**src/rtl/multicycle_control_pkg.sv**
```systemverilog
// Shared encodings for the multicycle RV32I control FSM and the datapath muxes it steers.
// Opcodes, state codes and every select/op-type value live here so both sides agree.
package multicycle_control_pkg;

  localparam logic [6:0] OPCODE_LOAD     = 7'b000_0011;
  localparam logic [6:0] OPCODE_MISC_MEM = 7'b000_1111;
  localparam logic [6:0] OPCODE_OP_IMM   = 7'b001_0011;
  localparam logic [6:0] OPCODE_AUIPC    = 7'b001_0111;
  localparam logic [6:0] OPCODE_STORE    = 7'b010_0011;
  localparam logic [6:0] OPCODE_OP       = 7'b011_0011;
  localparam logic [6:0] OPCODE_LUI      = 7'b011_0111;
  localparam logic [6:0] OPCODE_BRANCH   = 7'b110_0011;
  localparam logic [6:0] OPCODE_JALR     = 7'b110_0111;
  localparam logic [6:0] OPCODE_JAL      = 7'b110_1111;
  localparam logic [6:0] OPCODE_SYSTEM   = 7'b111_0011;

  typedef enum logic [2:0] {
    S_FETCH     = 3'd0,
    S_DECODE    = 3'd1,
    S_EXECUTE   = 3'd2,
    S_MEM       = 3'd3,
    S_WRITEBACK = 3'd4,
    S_HALT      = 3'd5
  } state_e;

  localparam logic [1:0] NPC_PLUS4  = 2'd0;
  localparam logic [1:0] NPC_IMM    = 2'd1;
  localparam logic [1:0] NPC_ALU    = 2'd2;
  localparam logic       ADDR_PC    = 1'b0;
  localparam logic       ADDR_ALU   = 1'b1;
  localparam logic [1:0] SRC_A_RS1  = 2'd0;
  localparam logic [1:0] SRC_A_PC   = 2'd1;
  localparam logic [1:0] SRC_A_ZERO = 2'd2;
  localparam logic [1:0] SRC_B_RS2  = 2'd0;
  localparam logic [1:0] SRC_B_IMM  = 2'd1;
  localparam logic [1:0] SRC_B_FOUR = 2'd2;
  localparam logic [1:0] ALU_ADD    = 2'd0;
  localparam logic [1:0] ALU_OP     = 2'd1;
  localparam logic [1:0] ALU_OP_IMM = 2'd2;
  localparam logic [1:0] ALU_BRANCH = 2'd3;
  localparam logic [1:0] WB_ALU     = 2'd0;
  localparam logic [1:0] WB_LOAD    = 2'd1;
  localparam logic [1:0] WB_PC4     = 2'd2;

  typedef struct packed {
    logic [1:0] src_a;
    logic [1:0] src_b;
    logic [1:0] op;
  } alu_ctrl_t;

  typedef struct packed {
    logic       pc_write;
    logic [1:0] next_pc_sel;
    logic       inst_write;
    logic       mem_read;
    logic       mem_write;
    logic       mem_addr_sel;
    alu_ctrl_t  alu;
    logic       reg_write;
    logic [1:0] wb_sel;
    logic       illegal;
  } ctrl_t;

  // LOAD_FP/STORE_FP and anything else outside RV32I fall through to illegal.
  function automatic logic is_legal(input logic [6:0] opcode);
    case (opcode)
      OPCODE_LOAD, OPCODE_MISC_MEM, OPCODE_OP_IMM, OPCODE_AUIPC, OPCODE_STORE,
      OPCODE_OP, OPCODE_LUI, OPCODE_BRANCH, OPCODE_JALR, OPCODE_JAL,
      OPCODE_SYSTEM: is_legal = 1'b1;
      default:       is_legal = 1'b0;
    endcase
  endfunction

  function automatic alu_ctrl_t alu_ctrl(input logic [6:0] opcode);
    case (opcode)
      OPCODE_LOAD, OPCODE_STORE, OPCODE_JALR: alu_ctrl = '{SRC_A_RS1, SRC_B_IMM, ALU_ADD};
      OPCODE_OP:     alu_ctrl = '{SRC_A_RS1, SRC_B_RS2, ALU_OP};
      OPCODE_OP_IMM: alu_ctrl = '{SRC_A_RS1, SRC_B_IMM, ALU_OP_IMM};
      OPCODE_LUI:    alu_ctrl = '{SRC_A_ZERO, SRC_B_IMM, ALU_ADD};
      OPCODE_AUIPC:  alu_ctrl = '{SRC_A_PC, SRC_B_IMM, ALU_ADD};
      OPCODE_BRANCH: alu_ctrl = '{SRC_A_RS1, SRC_B_RS2, ALU_BRANCH};
      default:       alu_ctrl = '{SRC_A_RS1, SRC_B_RS2, ALU_ADD};
    endcase
  endfunction

endpackage

```
**src/rtl/control_output_decoder.sv**
```systemverilog
// Purely combinational strobe/select decode from FSM state, IR opcode and the handshakes.
// ALU selects are held through MEM and WRITEBACK so the ALU result stays valid for address and writeback.
module control_output_decoder
  import multicycle_control_pkg::*;
(
  input  state_e     state,
  input  logic [6:0] opcode,
  input  logic       take_branch,
  input  logic       mem_ready,
  output ctrl_t      ctrl
);

  always_comb begin
    // NOTE: every output gets a default before the case so no path leaves one unassigned (no latch).
    ctrl = '0;
    case (state)
      S_FETCH: begin
        ctrl.mem_read     = 1'b1;
        ctrl.mem_addr_sel = ADDR_PC;
        ctrl.inst_write   = mem_ready;
      end
      S_EXECUTE: begin
        ctrl.alu = alu_ctrl(opcode);
        case (opcode)
          OPCODE_BRANCH: begin
            ctrl.pc_write    = 1'b1;
            ctrl.next_pc_sel = take_branch ? NPC_IMM : NPC_PLUS4;
          end
          OPCODE_LOAD, OPCODE_STORE, OPCODE_OP, OPCODE_OP_IMM, OPCODE_LUI,
          OPCODE_AUIPC, OPCODE_JAL, OPCODE_JALR: ;
          default: begin
            ctrl.pc_write    = 1'b1;
            ctrl.next_pc_sel = NPC_PLUS4;
          end
        endcase
      end
      S_MEM: begin
        ctrl.alu          = alu_ctrl(opcode);
        ctrl.mem_addr_sel = ADDR_ALU;
        if (opcode == OPCODE_LOAD) begin
          ctrl.mem_read = 1'b1;
        end else begin
          ctrl.mem_write   = 1'b1;
          ctrl.pc_write    = mem_ready;
          ctrl.next_pc_sel = NPC_PLUS4;
        end
      end
      S_WRITEBACK: begin
        ctrl.alu       = alu_ctrl(opcode);
        ctrl.reg_write = 1'b1;
        ctrl.pc_write  = 1'b1;
        case (opcode)
          OPCODE_LOAD: ctrl.wb_sel = WB_LOAD;
          OPCODE_JAL: begin
            ctrl.wb_sel      = WB_PC4;
            ctrl.next_pc_sel = NPC_IMM;
          end
          OPCODE_JALR: begin
            ctrl.wb_sel      = WB_PC4;
            ctrl.next_pc_sel = NPC_ALU;
          end
          default: ctrl.wb_sel = WB_ALU;
        endcase
      end
      S_HALT:  ctrl.illegal = 1'b1;
      default: ;
    endcase
  end

endmodule

```
**src/rtl/multicycle_control.sv**
```systemverilog
// Sequencing FSM for the multicycle RV32I core: state register, next-state logic and reset gating.
// PC is only written when an instruction retires, so PC holds the current instruction address.
module multicycle_control
  import multicycle_control_pkg::*;
#(
  parameter bit ILLEGAL_TRAP = 1'b1
) (
  input  logic       clock,
  input  logic       reset,
  input  logic [6:0] inst_opcode,
  input  logic       mem_ready,
  input  logic       take_branch,
  output logic       pc_write_enable,
  output logic [1:0] next_pc_select,
  output logic       inst_write_enable,
  output logic       mem_read_enable,
  output logic       mem_write_enable,
  output logic       mem_addr_select,
  output logic [1:0] alu_src_a_select,
  output logic [1:0] alu_src_b_select,
  output logic [1:0] alu_op_type,
  output logic       regfile_write_enable,
  output logic [1:0] reg_writeback_select,
  output logic       illegal_inst,
  output logic [2:0] state_debug
);

  state_e state_q, state_d;
  ctrl_t  dec_ctrl, out_ctrl;

  always_ff @(posedge clock or posedge reset) begin
    // NOTE: non-blocking so every flop samples pre-edge values regardless of block ordering.
    if (reset) state_q <= S_FETCH;
    else       state_q <= state_d;
  end

  always_comb begin
    state_d = state_q;
    case (state_q)
      S_FETCH:  if (mem_ready) state_d = S_DECODE;
      S_DECODE: state_d = (ILLEGAL_TRAP && !is_legal(inst_opcode)) ? S_HALT : S_EXECUTE;
      S_EXECUTE: begin
        case (inst_opcode)
          OPCODE_LOAD, OPCODE_STORE: state_d = S_MEM;
          OPCODE_OP, OPCODE_OP_IMM, OPCODE_LUI, OPCODE_AUIPC, OPCODE_JAL,
          OPCODE_JALR: state_d = S_WRITEBACK;
          default:     state_d = S_FETCH;
        endcase
      end
      S_MEM: begin
        if (mem_ready) state_d = (inst_opcode == OPCODE_LOAD) ? S_WRITEBACK : S_FETCH;
      end
      S_WRITEBACK: state_d = S_FETCH;
      S_HALT:      state_d = S_HALT;
      default:     state_d = S_FETCH;
    endcase
  end

  control_output_decoder u_decoder (
    .state       (state_q),
    .opcode      (inst_opcode),
    .take_branch (take_branch),
    .mem_ready   (mem_ready),
    .ctrl        (dec_ctrl)
  );

  // Reset gates every strobe combinationally so an abort drops them before the next edge.
  assign out_ctrl = reset ? '0 : dec_ctrl;

  assign pc_write_enable      = out_ctrl.pc_write;
  assign next_pc_select       = out_ctrl.next_pc_sel;
  assign inst_write_enable    = out_ctrl.inst_write;
  assign mem_read_enable      = out_ctrl.mem_read;
  assign mem_write_enable     = out_ctrl.mem_write;
  assign mem_addr_select      = out_ctrl.mem_addr_sel;
  assign alu_src_a_select     = out_ctrl.alu.src_a;
  assign alu_src_b_select     = out_ctrl.alu.src_b;
  assign alu_op_type          = out_ctrl.alu.op;
  assign regfile_write_enable = out_ctrl.reg_write;
  assign reg_writeback_select = out_ctrl.wb_sel;
  assign illegal_inst         = out_ctrl.illegal;
  assign state_debug          = state_q;

endmodule

```
**config.mk**
```make
export PLATFORM = sky130hd
export DESIGN_NAME = multicycle_control
export DESIGN_NICKNAME = d
export VERILOG_FILES = /design/src/rtl/multicycle_control_pkg.sv /design/src/rtl/control_output_decoder.sv /design/src/rtl/multicycle_control.sv
export SDC_FILE = /design/constraint.sdc
export NUM_CORES = 1
export LEC_CHECK = 0
export ABC_AREA = 1
export CAP_MARGIN = 40
export CORE_ASPECT_RATIO = 0.6
export CORE_MARGIN = 4
export CORE_UTILIZATION = 35
export DETAILED_ROUTE_END_ITERATION = 16
export GPL_TIMING_DRIVEN = 0
export PLACE_DENSITY = 0.65
export SYNTH_ARGS = -nofsm -noshare
export SYNTH_HDL_FRONTEND = slang
export SYNTH_HIERARCHICAL = 1
export SYNTH_SLANG_ARGS = --single-unit
```
**constraint.sdc**
```tcl
create_clock -name clock -period 1.4 [get_ports clock]
set_input_delay 0.21 -clock clock [delete_from_list [all_inputs] [get_ports clock]]
set_output_delay 0.21 -clock clock [all_outputs]
set_load 0.01 [all_outputs]
```
==> flow_metrics.env, run 1 <==
export IMPL_area_delta_synth_final_pct=64.4
export IMPL_final_cell_area_um2=1410
export IMPL_cp_required_ps=1190
export IMPL_drtIter0Drc=56
export IMPL_htree_levels=1
export IMPL_clk_pin_slew_ps=40
export IMPL_synth_edf_count=0
export IMPL_clockRootBuffer="clkbuf_8"
export IMPL_drc=0
export IMPL_start_util_pct=38.1
export IMPL_clock_sinks=3
export IMPL_maxSlewViolCount=0
export IMPL_hp_class="input port to asynchronous set/reset pin"
export IMPL_ys_warn_count=6
export IMPL_dieArea_um2=3320
export IMPL_gr_total_overflow=0
export IMPL_place_area_um2=1190
export IMPL_pwr_share_seq_pct=12.5
export IMPL_fin_nets=227
export IMPL_ys_ff_latch=3
export IMPL_yosys_area_top_type="inv_1"
export IMPL_synth_common_cells="inv_1 (35), nor2_1 (35), nand2_1 (33), nand3_1 (10)"
export IMPL_setup_total_negative_slack_ps=-4330
export IMPL_die_width_um=71.8
export IMPL_slowest_delay_ps=380
export IMPL_fin_crit_sh_pct=127
export IMPL_rows=13
export IMPL_ir_worst_vdd_v=0.000582
export IMPL_reg2regPathDepth=8
export IMPL_hold_violations=0
export IMPL_wl_per_cell_um=12.0
export IMPL_core_area_um2=2240
export IMPL_clkPwrFrac_pct=17.2
export IMPL_largest_register_ffs=3
export IMPL_via_count=1116
export IMPL_dp_hpwl_um=2060
export IMPL_cts_tree="done"
export IMPL_fmax_mhz=563
export IMPL_p_total_mw=1.52
export IMPL_grt_pass1_wl_um=4740
export IMPL_grt_max_degree=11
export IMPL_switching_share_pct=48.6
export IMPL_dr_pass1_iters=4
export IMPL_crit_path_cell_trace="inv_4 -> nor3_4 -> buf_6 -> nor3_4 -> buf_4 -> a21oi_2 -> inv_1 -> nor2_1 -> buf_2"
export IMPL_violations="negative setup slack"
export IMPL_chipHeight_um=46.3
export IMPL_period_minus_slack_ps=1780
export IMPL_netlist_area_um2=855
export IMPL_r2r_slack_ps=80
export IMPL_cp_start_kind="register"
export IMPL_comb_power_share_pct=70.3
export IMPL_skew_ps=7.92
export IMPL_portBuffers=28
export IMPL_intPower_mw=0.781
export IMPL_postCtsHoldBufs=0
export IMPL_p_per_area_nw_per_um2=1080
export IMPL_dp_slack_ps=-979
export IMPL_status="finished with violations"
export IMPL_cp_slowest_cell="dfrtp_2"
export IMPL_clockBufferDepth=2
export IMPL_end_kind="output port"
export IMPL_rsz0062_at_grt="yes"
export IMPL_dp_cells=225
export IMPL_yosysSeqAreaShare_pct=8.78
export IMPL_drive_gt1_share_pct=51.6
export IMPL_ys_top_cells_by_area="inv_1 (15%), nor2_1 (15%), nand2_1 (14%), dfrtp_1 (8.8%), nand2_2 (6.6%)"
export IMPL_drt_total_wl_um=2950
export IMPL_setup_violations=16
export IMPL_antenna_found_initial=0
export IMPL_setup_slack_ps=-378
export IMPL_cp_common_cell="nor3_4"
export IMPL_ant_nets=0
export IMPL_synth_fp_nets=178
export IMPL_drv_cap=0
export IMPL_antennaDiodeCount=0
export IMPL_grt_usage_pct=18.2
export IMPL_power_switching_mw=0.737
export IMPL_first_global_vias=1073
export IMPL_via_per_inst=4.56
export IMPL_finalNonFillerCells=245
export IMPL_leakagePower_nw=0.717
export IMPL_synth_cells=167
export IMPL_avgSynthCellArea_um2=5.12
export IMPL_cp_arrival_ps=1570
export IMPL_clock_latency_ps=220
export IMPL_cts_buffers=3
export IMPL_critPathKind="register to output port"
export IMPL_yosysUniqueCellTypes=21
export IMPL_async_reset_ff_share_pct=100
export IMPL_ys_flop_type="dfrtp_1"
export IMPL_ioPinCount=31
export IMPL_routabilityCongestion=0.835
export IMPL_cp_max_fo=4
export IMPL_synth_top_area_share_pct=15.4
[layout make-up]
type / count / area (um^2)
Buffer: 3 / 17.5
Clock buffer: 4 / 45.0
Fill cell: 210 / 840
Inverter: 44 / 173
Multi-Input combinational cell: 117 / 718
Sequential cell: 3 / 78.8
Tap cell: 30 / 37.5
Timing Repair Buffer: 44 / 335
[power by group through the flow]
stage / combinational, mW / sequential [mW] / clock [mW]
3_5_place_dp: 0.744 / 0.219 / 0
3_3_place_gp: 0.724 / 0.219 / 0
4_1_cts: 0.920 / 0.190 / 0.257
2_1_floorplan: 0.479 / 0.220 / 0
5_1_grt: 1.16 / 0.196 / 0.287
6_report: 1.07 / 0.190 / 0.261
[cells by family after synthesis]
logic type | share of synthesized area (%)
other cells | 0.439
buf+inv | 21.4
simple gates | 60.8
flops | 8.78
compound gates | 8.64
[cells in the final DEF (no fill, tap or decap), drive strengths merged]
cell type	n
buf	35
nor3	8
conb	1
o21ai	5
dfrtp	3
nand3	11
clkdlybuf4s50	2
a21boi	1
clkdlybuf4s15	2
nand2	42
clkbuf	5
inv	44
nor2	43
dlygate4sd2	7
a21oi	6
[timing repair]
action                                  CTS  global route
buffers inserted                         14             3
hold endpoints to repair                  0             0
resized for setup                        94            29
pin swaps                                12             8
endpoints found under the setup margin   22            18
[path summary, 6_finish.rpt]
path	start	end
max in group asynchronous	reset	state_debug[2]$_DFFE_PP0P_
worst max-delay path	state_debug[1]$_DFFE_PP0P_	alu_src_b_select[0]
min in group clock	inst_opcode[4]	state_debug[1]$_DFFE_PP0P_
worst min-delay path	reset	state_debug[0]$_DFFE_PP0P_
worst min register to register	state_debug[2]$_DFFE_PP0P_	state_debug[2]$_DFFE_PP0P_
worst max register to register	state_debug[1]$_DFFE_PP0P_	state_debug[0]$_DFFE_PP0P_
[per-stage QoR]
step | hold WS (ps) | utilization [%]
final | 170 | 62.6
after floorplan | 312 | -
after global placement | 371 | 53.1
after global routing | 185 | 62.6
after detailed placement | 372 | 53.1
after CTS | 144 | 57.9
[worst max-delay path, delay by kind of cell, from the launching register on]
family | cells | cell delay, ps
AOI/OAI and AO/OA | 1 | 100
buffers and inverters | 5 | 530
and+or+nand+nor | 3 | 340
DFF | 1 | 380
[routing by layer]
metal | track usage, % | share of wire, % | routed length [um] | vias up
met4 | 6.74 | 1.3 | 39 | 0
met1 | 24.6 | 47 | 1390 | 489
met3 | 2.83 | 5.2 | 154 | 5
met5 | 0 | 0 | 0 | -
met2 | 29.6 | 46 | 1370 | 38
li1 | - | - | - | 584
(Power assumes the default switching activity.)
==> run 2, diff against run 1 <==
- CORE_MARGIN: 4 -> default
==> run 2 against run 1 <==
  * The flow still finishes with violations (negative setup slack)
  * Critical endpoint is now alu_src_a_select[1]
  * Largest power group unchanged
  * Wire length decreased by 9.7%
  * Utilization increased by 0.51 points
  * Clock skew decreased by 5.3 ps
  * Non-clock buffer count unchanged
  * Combinational power about the same
==> flow_metrics.env, run 2 (same netlist as run 1, synthesis figures left out) <==
export IMPL_ioPinCount=31
export IMPL_place_area_um2=1190
export IMPL_final_cell_area_um2=1410
export IMPL_drtIter0Drc=57
export IMPL_final_core_util_pct=63.1
export IMPL_status="finished with violations"
export IMPL_rsz0062_at_grt="yes"
export IMPL_comb_power_share_pct=71.5
export IMPL_htree_levels=1
export IMPL_timing_rr_end="state_debug[2]$_DFFE_PP0P_"
export IMPL_core_area_um2=2230
export IMPL_maxSlewViolCount=0
export IMPL_drive_gt1_share_pct=47.9
export IMPL_drv_cap=0
export IMPL_power_switching_mw=0.743
export IMPL_chipHeight_um=40.3
export IMPL_skew_ps=2.60
export IMPL_start_util_pct=38.3
export IMPL_drt_total_wl_um=2670
export IMPL_cp_start_kind="register"
export IMPL_finalNonFillerCells=245
export IMPL_rows=13
export IMPL_leakagePower_nw=0.714
export IMPL_grt_max_degree=11
export IMPL_wl_per_cell_um=10.9
export IMPL_via_per_inst=4.56
export IMPL_setup_violations=16
export IMPL_grt_usage_pct=21.4
export IMPL_p_per_area_nw_per_um2=1100
export IMPL_fin_nets=227
export IMPL_antennaDiodeCount=0
export IMPL_critPathKind="register to output port"
export IMPL_final_cell_mix="inv_1 (32), nand2_1 (31), nor2_1 (26)"
export IMPL_postCtsHoldBufs=0
export IMPL_hold_violations=0
export IMPL_clkPwrFrac_pct=16.3
export IMPL_end_kind="output port"
export IMPL_cp_max_fo=4
export IMPL_first_global_vias=929
export IMPL_gr_total_overflow=0
export IMPL_routabilityCongestion=0.882
export IMPL_cp_arrival_ps=1610
export IMPL_cts_buffers=3
export IMPL_dp_cells=225
export IMPL_area_delta_synth_final_pct=64.6
export IMPL_final_common_cell="inv_1"
export IMPL_portBuffers=28
export IMPL_drc=0
export IMPL_switching_share_pct=48.1
export IMPL_clock_sinks=3
export IMPL_ir_worst_vdd_v=0.000650
export IMPL_cp_required_ps=1190
export IMPL_fmax_mhz=550
export IMPL_hp_class="input port to asynchronous set/reset pin"
export IMPL_clockBufferDepth=2
export IMPL_largest_register_ffs=3
export IMPL_setup_slack_ps=-419
export IMPL_dp_hpwl_um=1830
export IMPL_regToRegStartpoint="state_debug[2]$_DFFE_PP0P_"
export IMPL_dr_pass1_iters=4
export IMPL_pwr_share_seq_pct=12.2
export IMPL_ant_nets=0
export IMPL_violations="negative setup slack"
export IMPL_antenna_found_initial=0
export IMPL_die_width_um=65.8
export IMPL_fin_crit_sh_pct=130
export IMPL_clock_latency_ps=220
export IMPL_period_minus_slack_ps=1820
export IMPL_via_count=1118
export IMPL_intPower_mw=0.801
export IMPL_clockRootBuffer="clkbuf_8"
export IMPL_grt_pass1_wl_um=4090
export IMPL_dieArea_um2=2650
export IMPL_cts_tree="done"
export IMPL_r2r_slack_ps=40
export IMPL_reg2regPathDepth=8
export IMPL_p_total_mw=1.54
export IMPL_clk_pin_slew_ps=30
## run 2: area by class of cell
class	count	area (um^2)
inverters	44	175
plain buffers	3	17.5
repair buffers	44	353
multi-input cells	117	699
fillers	206	822
flip-flops and latches	3	78.8
clock buffers	4	45.0
well taps	30	37.5
## run 2: per-stage QoR
stage | setup slack, ps | hold slack [ps] | TNS [ps]
3_3_place_gp | -951 | 377 | -11540
4_1_cts | -384 | 167 | -3800
5_1_grt | -506 | 187 | -5790
6_report | -419 | 166 | -4300
3_5_place_dp | -941 | 392 | -11920
2_1_floorplan | -0.406 | 312 | -0.406
## run 2: worst max-delay path by stage
| stage | start | to | slack, ps |
|---|---|---|---|
| 2_1_floorplan | state_debug[0]$_DFFE_PP0P_ | pc_write_enable | -0.4 |
| 3_3_place_gp | inst_opcode[6] | alu_src_b_select[0] | -950 |
| 5_1_grt | state_debug[2]$_DFFE_PP0P_ | alu_src_a_select[1] | -510 |
| 3_5_place_dp | inst_opcode[2] | pc_write_enable | -940 |
| 4_1_cts | state_debug[0]$_DFFE_PP0P_ | pc_write_enable | -380 |
| 6_report | state_debug[2]$_DFFE_PP0P_ | alu_src_a_select[1] | -420 |
## run 2: repair_timing
item	in CTS	in global routing
resized for setup	109	13
pin swaps	18	11
buffers inserted	15	2
setup endpoints to repair	22	18
cloned	0	0
## run 2: layer usage
| metal | vias up | part of all wire (%) | track usage, % |
|---|---|---|---|
| li1 | 586 | - | - |
| met1 | 504 | 50 | 29.7 |
| met2 | 26 | 44 | 32.7 |
| met3 | 2 | 5.3 | 5.11 |
| met4 | 0 | 0.23 | 6.52 |
| met5 | - | 0 | 0 |
## run 2: power groups by stage
stage                     clock, mW  combinational (mW)  sequential, mW
after floorplan                   0               0.479           0.220
after global routing          0.268                1.20           0.192
after CTS                     0.252               0.993           0.184
after global placement            0               0.720           0.221
final                         0.252                1.10           0.188
after detailed placement          0               0.733           0.224
## run 2: worst max-delay path, cell delays in order (launching register included)
cell,delay [ps]
dfrtp_2,460
inv_2,110
nor2_4,50
buf_4,130
nor3_4,230
inv_2,70
nand3_1,70
inv_1,40
inv_1,60
nor2_2,30
buf_2,140
